### config.mk
export PLATFORM = sky130hd
export DESIGN_NAME = iob_mem_rr_arbiter
export DESIGN_NICKNAME = d
export VERILOG_FILES = /design/src/rtl/iob_mem_rr_arbiter.sv
export SDC_FILE = /design/constraint.sdc
export NUM_CORES = 1
export LEC_CHECK = 0
export BUFFER_PORTS_ARGS = -buffer_cell sky130_fd_sc_hd__buf_2
export CAP_MARGIN = 20
export CORE_AREA = 2 2 123 125
export CTS_BUF_LIST = sky130_fd_sc_hd__clkbuf_2 sky130_fd_sc_hd__clkbuf_4 sky130_fd_sc_hd__clkbuf_8
export CTS_CLUSTER_DIAMETER = 30
export DETAILED_ROUTE_END_ITERATION = 10
export DIE_AREA = 0 0 125 127
export GPL_ROUTABILITY_DRIVEN = 0
export GPL_TIMING_DRIVEN = 0
export HOLD_SLACK_MARGIN = 0.05
export PLACE_DENSITY_LB_ADDON = 0.08
export SLEW_MARGIN = 20
export SYNTH_ARGS = -nofsm -noshare
export SYNTH_HDL_FRONTEND = slang
export SYNTH_SLANG_ARGS = --single-unit
export TNS_END_PERCENT = 20
### constraint.sdc
create_clock -name clk_i -period 3 [get_ports clk_i]
set_input_delay 0 -clock clk_i [delete_from_list [all_inputs] [get_ports clk_i]]
set_output_delay 0 -clock clk_i [all_outputs]
set_load 0.01 [all_outputs]
### src/rtl/iob_mem_rr_arbiter.sv
// Round-robin arbiter sharing one IOb native slave port among N_MASTERS masters.
// One outstanding transaction, no data buffering; the grant is registered in IDLE.
module iob_mem_rr_arbiter #(
  parameter int N_MASTERS = 2,
  parameter int ADDR_W    = 32,
  parameter int DATA_W    = 32
) (
  input  logic                         clk_i,
  input  logic                         arst_i,
  input  logic                         cke_i,
  input  logic [N_MASTERS-1:0]         m_avalid_i,
  input  logic [N_MASTERS*ADDR_W-1:0]  m_addr_i,
  input  logic [N_MASTERS*DATA_W-1:0]  m_wdata_i,
  input  logic [N_MASTERS*DATA_W/8-1:0] m_wstrb_i,
  output logic [N_MASTERS*DATA_W-1:0]  m_rdata_o,
  output logic [N_MASTERS-1:0]         m_rvalid_o,
  output logic [N_MASTERS-1:0]         m_ready_o,
  output logic                         s_avalid_o,
  output logic [ADDR_W-1:0]            s_addr_o,
  output logic [DATA_W-1:0]            s_wdata_o,
  output logic [DATA_W/8-1:0]          s_wstrb_o,
  input  logic [DATA_W-1:0]            s_rdata_i,
  input  logic                         s_rvalid_i,
  input  logic                         s_ready_i,
  output logic [N_MASTERS-1:0]         grant_o,
  output logic                         busy_o
);

  localparam int STRB_W = DATA_W / 8;
  localparam int IDX_W  = (N_MASTERS > 1) ? $clog2(N_MASTERS) : 1;

  typedef enum logic [1:0] {
    IDLE = 2'd0,
    ADDR = 2'd1,
    RESP = 2'd2
  } state_t;

  state_t           state;
  logic [IDX_W-1:0] idx;
  logic [IDX_W-1:0] last;
  logic [IDX_W-1:0] next_idx;
  logic             any_req;
  logic             is_write;

  // Search last+1, last+2, ... modulo N_MASTERS; the first requester found wins.
  always_comb begin
    int cand;
    cand     = 0;
    next_idx = last;
    any_req  = 1'b0;
    for (int i = 1; i <= N_MASTERS; i++) begin
      cand = (int'(last) + i) % N_MASTERS;
      if (!any_req && m_avalid_i[IDX_W'(cand)]) begin
        any_req  = 1'b1;
        next_idx = IDX_W'(cand);
      end
    end
  end

  always_comb begin
    s_avalid_o = 1'b0;
    s_addr_o   = '0;
    s_wdata_o  = '0;
    s_wstrb_o  = '0;
    m_ready_o  = '0;
    m_rvalid_o = '0;
    case (state)
      ADDR: begin
        s_avalid_o     = m_avalid_i[idx];
        s_addr_o       = m_addr_i[int'(idx)*ADDR_W +: ADDR_W];
        s_wdata_o      = m_wdata_i[int'(idx)*DATA_W +: DATA_W];
        s_wstrb_o      = m_wstrb_i[int'(idx)*STRB_W +: STRB_W];
        m_ready_o[idx] = s_ready_i;
      end
      RESP: begin
        m_rvalid_o[idx] = s_rvalid_i;
      end
      default: begin
      end
    endcase
  end

  assign is_write  = |s_wstrb_o;
  assign m_rdata_o = {N_MASTERS{s_rdata_i}};

  always_ff @(posedge clk_i or posedge arst_i) begin
    if (arst_i) begin
      state   <= IDLE;
      idx     <= '0;
      last    <= IDX_W'(N_MASTERS - 1);
      grant_o <= '0;
      busy_o  <= 1'b0;
    end else if (cke_i) begin
      case (state)
        IDLE: begin
          if (any_req) begin
            state   <= ADDR;
            idx     <= next_idx;
            last    <= next_idx;
            grant_o <= N_MASTERS'(1) << next_idx;
            busy_o  <= 1'b1;
          end
        end
        ADDR: begin
          // A master withdrawing before acceptance never reaches the slave.
          if (!m_avalid_i[idx]) begin
            state   <= IDLE;
            grant_o <= '0;
            busy_o  <= 1'b0;
          end else if (s_ready_i) begin
            if (is_write) begin
              state   <= IDLE;
              grant_o <= '0;
              busy_o  <= 1'b0;
            end else begin
              state <= RESP;
            end
          end
        end
        RESP: begin
          if (s_rvalid_i) begin
            state   <= IDLE;
            grant_o <= '0;
            busy_o  <= 1'b0;
          end
        end
        default: begin
          state   <= IDLE;
          grant_o <= '0;
          busy_o  <= 1'b0;
        end
      endcase
    end
  end

endmodule

==> results.txt, run 1 <==
Core Region - 14400 sq um
Routed Wire Length - 9.60 mm
CTS tree - done
register area share after synthesis - 0.0917
die height - 127 microns
PD cells - 427 nW/um^2
share of cells above drive strength 1 - 0.682
first-pass GRT wire length - 13.7 mm
WL per Instance - 13.2 microns
Min-Delay Path Depth - 3
Power Internal - 837 uW
worst r2r src - state[0]$_DFFE_PP0P_
Hold Fails Final Rpt - 0
diode count - 0
sequential cell area - 176 sq um
TritonCTS buffer count - 3
clock power share - 0.088
WP data required - 3.00 ns
Final ANT Viol Nets - 0
Detailed Routing Iterations Pass 1 - 4
Slew Limit Fails - 0
crit path DAT - 1.78 ns
critical path endpoint - s_addr_o[26]
worst hold path class - primary input to flip-flop
Initial Utilization - 0.133
#FFs+latches synth - 7
Gate power share - 0.814
area delta synth->final - 88.4%
fin crit share - 0.593
worst-path maximum fanout - 10
Sw Pwr - 710 uW
sw frac - 0.459
Critical Path Source - state[0]$_DFFE_PP0P_
Post-Syn Nets - 432
post-synth cell types - 29
die width - 125 microns
Slew HR - 0.698
vias in the first global route - 2704
Final setup viols - 0
total track usage - 0.106
clk_skew - 0.00248 ns
CTS clk-pin slew, worst paths - 0.04 ns
CP Class - flip-flop to output port
Max clock buf depth - 2
Synth Instances - 257
drt initial violations - 41
I/O Buffers - 282
RSZ-0062 raised after global routing - false
hpwl dp - 8.48 mm
via count - 2726
Reg power frac - 0.097
Worst-Margin Slew - 0.452 ns
clock tree root buffer cell - clkbuf_8
status - completed
Max VDD drop - 139 uV
cell row count - 44
min Tclk post-route - 1.78 ns
Filler Cells Inserted - 1626
Clock Latency Late Sink - 0.22 ns
hold slack - 0.0729 ns
startpoint type of the worst setup path - flip-flop
footprint of the multi-input gates - 1170 sq um
Reg2Reg Depth - 6
DRC errors left - 0
Reg2Reg Setup Slack - 1.59 ns
Via density - 3.74
CTS Sinks - 7
htree depth - 1
GRT Residual Overflow - 0
die area - 15900 sq um
top achievable clock speed - 0.562 GHz
# Max-Cap Violations - 0
antenna violations before repair - 0
Post-Syn Area - 1920 sq um
worst r2r dst - grant_o[0]$_DFFE_PP0P_
yosys warns - 0
synthesized area per cell - 7.48 sq um
Setup Total Neg Slack - 0 ns
Ports - 315
Final nets - 720
largest net degree at the start of global routing - 11
CP endpoint kind - output port
leakage - 0.00224 uW
==> per-layer routing <==
layer  share of wire  GRT usage
met1            0.36      0.115
met3            0.10     0.0276
met4          0.0013    0.00392
met2            0.54      0.216
met5               0          0
==> worst min path at each step <==
stage | start | endpoint | slack [ns]
6_report | s_ready_i | state[1]$_DFFE_PP0P_ | 0.07
5_1_grt | cke_i | state[1]$_DFFE_PP0P_ | 0.08
4_1_cts | cke_i | state[1]$_DFFE_PP0P_ | 0.08
3_5_place_dp | arst_i | busy_o$_DFFE_PP0P_ | -0.06
3_3_place_gp | arst_i | busy_o$_DFFE_PP0P_ | -0.05
2_1_floorplan | arst_i | busy_o$_DFFE_PP0P_ | -0.20
==> through the flow <==
step,utilization,setup WS [ns],total power [uW],instances,cell area [sq um]
after floorplan,-,1.74,987,257,1920
after global placement,0.247,1.45,1440,723,3560
after detailed placement,0.247,1.42,1450,723,3560
after CTS,0.251,1.17,1590,728,3620
after global routing,0.251,1.05,1690,728,3620
final,0.251,1.22,1550,728,3620
==> final cells by class <==
type | count | area share
clock buffers | 4 | 0.0135
flip-flops and latches | 7 | 0.0487
multi-input cells | 167 | 0.322
inverters | 3 | 0.00311
well taps | 184 | 0.0635
plain buffers | 80 | 0.157
repair buffers | 283 | 0.392
==> power groups by stage <==
stage	Combinational, uW	Clock [uW]	Sequential [uW]
after CTS	1300	142	152
final	1260	137	151
after global routing	1390	147	155
after global placement	1290	0	152
after detailed placement	1290	0	153
after floorplan	833	0	154
==> registers in the layout (all words and copies together), names as in the netlist <==
signal   cells
grant_o      2
busy_o       1
last         1
idx          1
state        2
==> cells by family after synthesis <==
kind of cell | synth area share
AND/OR/NAND/NOR | 0.195
XOR/XNOR | 0.00456
flip-flops | 0.0917
AO/OA/AOI/OAI | 0.0481
multiplexers | 0.360
buffers and inverters | 0.301
==> cells in the final DEF, fill, tap and decap left out <==
cell type      count
buf_2            292
nand4_1            1
nand3_2            1
nand2b_1           2
clkbuf_4           1
xor2_1             1
and3_1             2
dlygate4sd3_1      1
nand3_1            1
and4bb_2           1
nor3_1             2
nor2b_1            2
nand2_1            4
or4_4              2
buf_8              1
clkbuf_8           3
o21bai_1           1
a31o_4             1
nor2_1            68
mux2_2             1
o22ai_1            1
inv_1              2
dfrtp_1            6
clkbuf_1           4
inv_2              1
mux2i_1           68
dfstp_2            1
buf_4             65
a21o_1             3
a21o_4             1
o21ai_0            3
a22o_1             1
==> synth_stat cells (all sizes together) <==
cell type,instances,share of area
buf,76,0.29
mux2i,68,0.35
nor2,68,0.13
dfrtp,6,0.078
a21o,4,0.020
clkbuf,4,0.0078
nand2,4,0.0078
inv,3,0.0059
o21ai,3,0.0078
and3,2,0.0065
nand2b,2,0.0065
nand3,2,0.0078
nor2b,2,0.0065
nor3,2,0.0052
or4,2,0.012
a22o,1,0.0046
a31o,1,0.0091
and4bb,1,0.0065
dfstp,1,0.014
mux2,1,0.0059
nand4,1,0.0033
o21bai,1,0.0039
o22ai,1,0.0033
xor2,1,0.0046
==> critical path, cell delays in order, from the launching register on <==
cell and delay, ns:
dfrtp_1 0.45, nand2b_1 0.11, buf_4 0.17, buf_2 0.32
buf_2 0.28, nor2_1 0.08, buf_2 0.14
==> what timing repair did <==
| action | CTS | global route |
|---|---|---|
| hold buffers | 1 | 0 |
| setup buffers | 0 | 0 |
| endpoints found under the hold margin | 7 | 0 |
| resized for setup | 0 | 0 |
Power figures use the tool's default switching activity.
==> run 2, diff against run 1 <==
clock period = 1.51 ns   (was 3 ns; I/O delays follow)
==> run 2 against run 1 <==
Against the previous run:
- register-to-register slack lost 1.5 ns
- die area is the same
- wire length decreased by 0.63%
- global-route usage about the same
- design area grew 2.3%
- clock power rose by 99%
- critical path type unchanged
- critical endpoint unchanged
==> results.txt, run 2 (synthesis gave the netlist of run 1 again) <==
Setup Total Neg Slack - 0 ns (unchanged)
antenna violations before repair - 0 (unchanged)
Core Region - 14400 sq um (unchanged)
Clock Latency Late Sink - 0.22 ns (about the same)
CP Class - flip-flop to output port (unchanged)
die area - 15900 sq um (unchanged)
crit path DAT - 1.44 ns (was 1.78 ns)
layer with the highest usage - met2 (unchanged)
Hold Path Origin - s_ready_i (unchanged)
hold worst-path end - state[1]$_DFFE_PP0P_ (unchanged)
Worst-Margin Slew - 0.273 ns (was 0.452 ns)
worst-path maximum fanout - 10 (unchanged)
Max VDD drop - 278 uV (was 139 uV)
commonest non-fill, non-tap cells in the layout - buf_2, buf_4, mux2i_1 (was buf_2, mux2i_1, nor2_1)
htree depth - 1 (unchanged)
top flop regs - grant_o (2), state (2) (unchanged)
die height - 127 microns (unchanged)
CTS tree - done (unchanged)
Crit path top cell by count - buf_6 (was buf_2)
Max clock buf depth - 2 (unchanged)
worst r2r src - state[0]$_DFFE_PP0P_ (unchanged)
GR Util met1 - 0.111 (was 0.115)
WL per Instance - 13.1 microns (was 13.2 microns)
Reg2Reg Depth - 6 (unchanged)
Final nets - 721 (was 720)
via count - 2724 (was 2726)
Overall Power - 3190 uW (was 1550 uW)
Filler Cells Inserted - 1618 (was 1626)
hpwl dp - 8.48 mm (unchanged)
top achievable clock speed - 0.694 GHz
Final ANT Viol Nets - 0 (unchanged)
clock tree root buffer cell - clkbuf_8 (unchanged)
Initial Utilization - 0.133 (unchanged)
Slew HR - 0.818 (was 0.698)
Ports - 315 (unchanged)
Final setup viols - 0 (unchanged)
commonest non-fill, non-tap cell in the layout - buf_2 (unchanged)
CP endpoint kind - output port (unchanged)
RSZ-0062 raised after global routing - true (was false)
drt initial violations - 35 (was 41)
Slew Limit Fails - 0 (unchanged)
min Tclk post-route - 1.44 ns
die width - 125 microns (unchanged)
Critical Path Source - state[1]$_DFFE_PP0P_ (was state[0]$_DFFE_PP0P_)
met2 GRT Util - 0.220 (was 0.216)
share of cells above drive strength 1 - 0.705 (was 0.682)
Routed Wire Length - 9.54 mm (was 9.60 mm)
startpoint type of the worst setup path - flip-flop (unchanged)
Detailed Routing Iterations Pass 1 - 4 (unchanged)
CTS clk-pin slew, worst paths - 0.04 ns (about the same)
leakage - 0.00228 uW (was 0.00224 uW)
largest net degree at the start of global routing - 11 (unchanged)
CTS Sinks - 7 (unchanged)
status - completed (unchanged)
vias in the first global route - 2712 (was 2704)
clk_skew - 0.00211 ns (was 0.00248 ns)
PD cells - 859 nW/um^2 (was 427 nW/um^2)
WP data required - 1.51 ns (was 3.00 ns)
Min-Delay Path Depth - 3 (unchanged)
Hold Fails Final Rpt - 0 (unchanged)
Global Route met3 Usage - 0.0276 (unchanged)
Via density - 3.74 (about the same)
I/O Buffers - 282 (unchanged)
fin crit share - 0.955
# Max-Cap Violations - 0 (unchanged)
TritonCTS buffer count - 3 (unchanged)
total track usage - 0.106 (about the same)
CP max-delay cell - dfrtp_1 (unchanged)
critical-path cell list - nand2b_1 > buf_6 > buf_12 > buf_6 > nor2_2 > buf_2 (was nand2b_1 > buf_4 > buf_2 > buf_2 > nor2_1 > buf_2)
first-pass GRT wire length - 13.7 mm (about the same)
area delta synth->final - 92.8% (was 88.4%)
diode count - 0 (unchanged)
DRC errors left - 0 (unchanged)
worst hold path class - primary input to flip-flop (unchanged)
Worst path max stage delay - 0.37 ns (was 0.45 ns)
GRT Residual Overflow - 0 (unchanged)
worst r2r dst - grant_o[0]$_DFFE_PP0P_ (unchanged)
Reg2Reg Setup Slack - 0.14 ns (was 1.59 ns)
cell row count - 44 (unchanged)
-- run 2: report_power, final --
group	total (uW)	leakage, uW	switching (uW)	internal (uW)
combinational	2610	0.00216	1310	1310
clock	273	0.0000262	73.0	200
sequential	300	0.0000862	43.8	256
-- run 2: worst max path at each step --
stage                                         to  slack [ns]
after floorplan           grant_o[0]$_DFFE_PP0P_        0.25
after global placement              s_addr_o[25]       -0.04
after detailed placement            s_addr_o[25]       -0.07
after CTS                           s_wstrb_o[3]        0.01
after global routing               s_wdata_o[31]       -0.02
final                               s_addr_o[26]        0.07
-- run 2: critical path: cells and delay by family (launching register included) --
kind / cells / cell delay (ns)
and+or+nand+nor: 2 / 0.27
buffers and inverters: 4 / 0.57
DFF: 1 / 0.37
-- run 2: through the flow --
step	setup WS [ns]	cells	util	hold WS, ns	area, sq um
floorplan	0.247	257	-	-0.197	1920
global placement	-0.0449	723	0.247	-0.0501	3560
detailed placement	-0.0714	723	0.247	-0.0563	3560
CTS	0.0102	729	0.256	0.0757	3690
global route	-0.0213	729	0.257	0.0822	3710
finish	0.0686	729	0.257	0.0714	3710
-- run 2: layout make-up --
| type | instances | area, sq um | share of cell area |
|---|---|---|---|
| Clock buffer | 4 | 48.8 | 0.0132 |
| Inverter | 3 | 11.3 | 0.00304 |
| Sequential cell | 7 | 178 | 0.0479 |
| Buffer | 80 | 626 | 0.169 |
| Timing Repair Buffer | 284 | 1430 | 0.385 |
| Tap cell | 184 | 230 | 0.0621 |
| Multi-Input combinational cell | 167 | 1190 | 0.320 |
-- run 2: routing by layer --
layer,vias to the layer above,wire length [microns],part of all wire
met1,1163,3350,0.35
met5,-,0,0
met2,191,5180,0.54
li1,1368,-,-
met3,2,994,0.10
met4,0,12,0.0013
-- run 2: repair_timing --
item	in CTS	in global routing
setup endpoints to repair	68	23
gates resized for setup	23	6
setup buffers	1	0
cloned	0	0
pin swaps	0	0
hold endpoints to repair	7	0
hold buffers	1	0
==> run 3, diff against run 2 <==
clock period = 1.4 ns   (was 1.51 ns; I/O delays follow)
==> run 3 against run 2 <==
Against the previous run:
- the flow now finishes with violations (negative setup slack)
- critical path type unchanged
- clock power grew 7.7%
- wire length grew 2.2%
- final cell count grew 0.69%
- flip-flop and latch count is the same
- largest cell class unchanged
- combinational power grew 22%
- count of clock-buffer cells in the layout is the same
- largest power group unchanged
==> results.txt, run 3 (synthesis gave the netlist of run 1 again) <==
clk_skew - 0.00213 ns (was 0.00211 ns)
DP Worst Slack - -0.181 ns (was -0.0714 ns)
Hold Fails Final Rpt - 0 (unchanged)
fin crit share - 1.00
RSZ-0062 raised after global routing - true (unchanged)
Slew Limit Fails - 0 (unchanged)
Critical Path Source - state[1]$_DFFE_PP0P_ (unchanged)
commonest non-fill, non-tap cell in the layout - buf_2 (unchanged)
Routed Wire Length - 9.75 mm (was 9.54 mm)
crit path DAT - 1.41 ns (was 1.44 ns)
Reg2Reg Setup Slack - 0.02 ns (was 0.14 ns)
htree depth - 1 (unchanged)
vias in the first global route - 2705 (was 2712)
antenna violations before repair - 0 (unchanged)
cell row count - 44 (unchanged)
Overall Power - 3810 uW (was 3190 uW)
Clock Latency Late Sink - 0.22 ns (about the same)
CP Class - flip-flop to output port (unchanged)
Max VDD drop - 299 uV (was 278 uV)
CTS tree - done (unchanged)
diode count - 0 (unchanged)
Worst-Margin Slew - 0.279 ns (was 0.273 ns)
WP data required - 1.40 ns (was 1.51 ns)
largest net degree at the start of global routing - 11 (unchanged)
critical path endpoint - s_addr_o[26] (unchanged)
top flop regs - grant_o (2), state (2) (unchanged)
top achievable clock speed - 0.711 GHz
Final ANT Viol Nets - 0 (unchanged)
Reg power frac - 0.086 (was 0.094)
fin util - 0.271 (was 0.257)
die height - 127 microns (unchanged)
Detailed Routing Iterations Pass 1 - 4 (unchanged)
worst r2r src - idx$_DFFE_PP0P_ (was state[0]$_DFFE_PP0P_)
fin cells - 734 (was 729)
hold slack - 0.0721 ns (was 0.0714 ns)
via count - 2754 (was 2724)
min Tclk post-route - 1.41 ns
Initial Utilization - 0.133 (unchanged)
startpoint type of the worst setup path - flip-flop (unchanged)
DRC errors left - 0 (unchanged)
hpwl dp - 8.48 mm (unchanged)
# Max-Cap Violations - 0 (unchanged)
total track usage - 0.107 (was 0.106)
Min-Delay Path Depth - 3 (unchanged)
status - finished with violations (was completed)
Filler Cells Inserted - 1606 (was 1618)
GRT Residual Overflow - 0 (unchanged)
Sw Pwr - 1630 uW (was 1430 uW)
Global Route met3 Usage - 0.0276 (unchanged)
PD cells - 974 nW/um^2 (was 859 nW/um^2)
WL per Instance - 13.3 microns (was 13.1 microns)
die area - 15900 sq um (unchanged)
placed cell count - 723 (unchanged)
CTS clk-pin slew, worst paths - 0.04 ns (about the same)
Power Internal - 2170 uW (was 1760 uW)
Via density - 3.75 (was 3.74)
Final setup viols - 1 (was 0)
Ports - 315 (unchanged)
layer with the highest usage - met2 (unchanged)
Core Region - 14400 sq um (unchanged)
share of cells above drive strength 1 - 0.733 (was 0.705)
leakage - 0.00234 uW (was 0.00228 uW)
Reg2Reg Depth - 6 (unchanged)
worst-path maximum fanout - 10 (unchanged)
area delta synth->final - 103% (was 92.8%)
die width - 125 microns (unchanged)
Gate power share - 0.837 (was 0.820)
sw frac - 0.429 (was 0.447)
TritonCTS buffer count - 3 (unchanged)
clock power share - 0.077 (was 0.086)
worst hold path class - primary input to flip-flop (unchanged)
Final nets - 726 (was 721)
drt initial violations - 40 (was 35)
Max clock buf depth - 2 (unchanged)
PnR worst setup slack - -0.00588 ns (was 0.0686 ns)
clock tree root buffer cell - clkbuf_8 (unchanged)
Slew HR - 0.813 (was 0.818)
CTS Sinks - 7 (unchanged)
met2 GRT Util - 0.221 (was 0.220)
commonest non-fill, non-tap cells in the layout - buf_2, buf_4, mux2i_1 (unchanged)
CP endpoint kind - output port (unchanged)
failing checks - negative setup slack
worst r2r dst - grant_o[0]$_DFFE_PP0P_ (unchanged)
first-pass GRT wire length - 13.8 mm (was 13.7 mm)
GR Util met1 - 0.113 (was 0.111)
I/O Buffers - 282 (unchanged)
==> run 3: changes by cell type in the layout (fill, tap and decap cells not counted), sizes merged <==
cell	previous run	this run
clkbuf	8	4
bufbuf	0	1
buf	359	367
==> run 3: how the worst min path moves through the flow <==
| stage | from | end |
|---|---|---|
| finish | s_ready_i | state[1]$_DFFE_PP0P_ |
| floorplan | arst_i | busy_o$_DFFE_PP0P_ |
| CTS | cke_i | state[1]$_DFFE_PP0P_ |
| global placement | arst_i | busy_o$_DFFE_PP0P_ |
| global route | cke_i | state[1]$_DFFE_PP0P_ |
| detailed placement | arst_i | busy_o$_DFFE_PP0P_ |
==> run 3: power groups by stage <==
| stage | Clock [uW] | Combinational [uW] | Sequential, uW |
|---|---|---|---|
| after global routing | 315 | 3470 | 334 |
| after global placement | 0 | 2760 | 326 |
| after detailed placement | 0 | 2770 | 328 |
| after floorplan | 0 | 1790 | 330 |
| after CTS | 303 | 3140 | 329 |
| final | 294 | 3190 | 327 |
==> run 3: through the flow <==
step	cell area, sq um	setup TNS [ns]
2_1_floorplan	1920	0
3_3_place_gp	3560	-2.78
3_5_place_dp	3560	-3.38
4_1_cts	3830	-0.384
5_1_grt	3910	-2.58
6_report	3910	-0.00588
==> run 3: per-layer routing <==
metal,wire [microns],share of wire
met5,0,0
met2,5290,0.54
met4,12,0.0012
met3,1020,0.10
met1,3430,0.35
==> run 3: critical path, cell delays in order (launching register included) <==
cell and delay, ns:
dfrtp_1 0.38, nand2b_4 0.15, buf_8 0.14, buf_12 0.13, buf_8 0.13, nor2_2 0.11
buf_2 0.14
==> run 3: repair_timing <==
| item | 4_1_cts | 5_1_grt |
|---|---|---|
| pin swaps | 3 | 2 |
| setup buffers | 3 | 2 |
| cloned | 1 | 0 |
| endpoints found under the hold margin | 7 | 0 |
| hold buffers | 1 | 0 |
| gates resized for setup | 47 | 20 |
| endpoints found under the setup margin | 73 | 72 |
==> run 3: area by class of cell <==
type | count | area, sq um | share of cell area
inverter | 3 | 11.3 | 0.00288
buffer | 80 | 689 | 0.176
timing repair buffer | 289 | 1500 | 0.383
multi-input combinational | 167 | 1250 | 0.321
tap | 184 | 230 | 0.0589
clock buffer | 4 | 48.8 | 0.0125
sequential | 7 | 178 | 0.0454
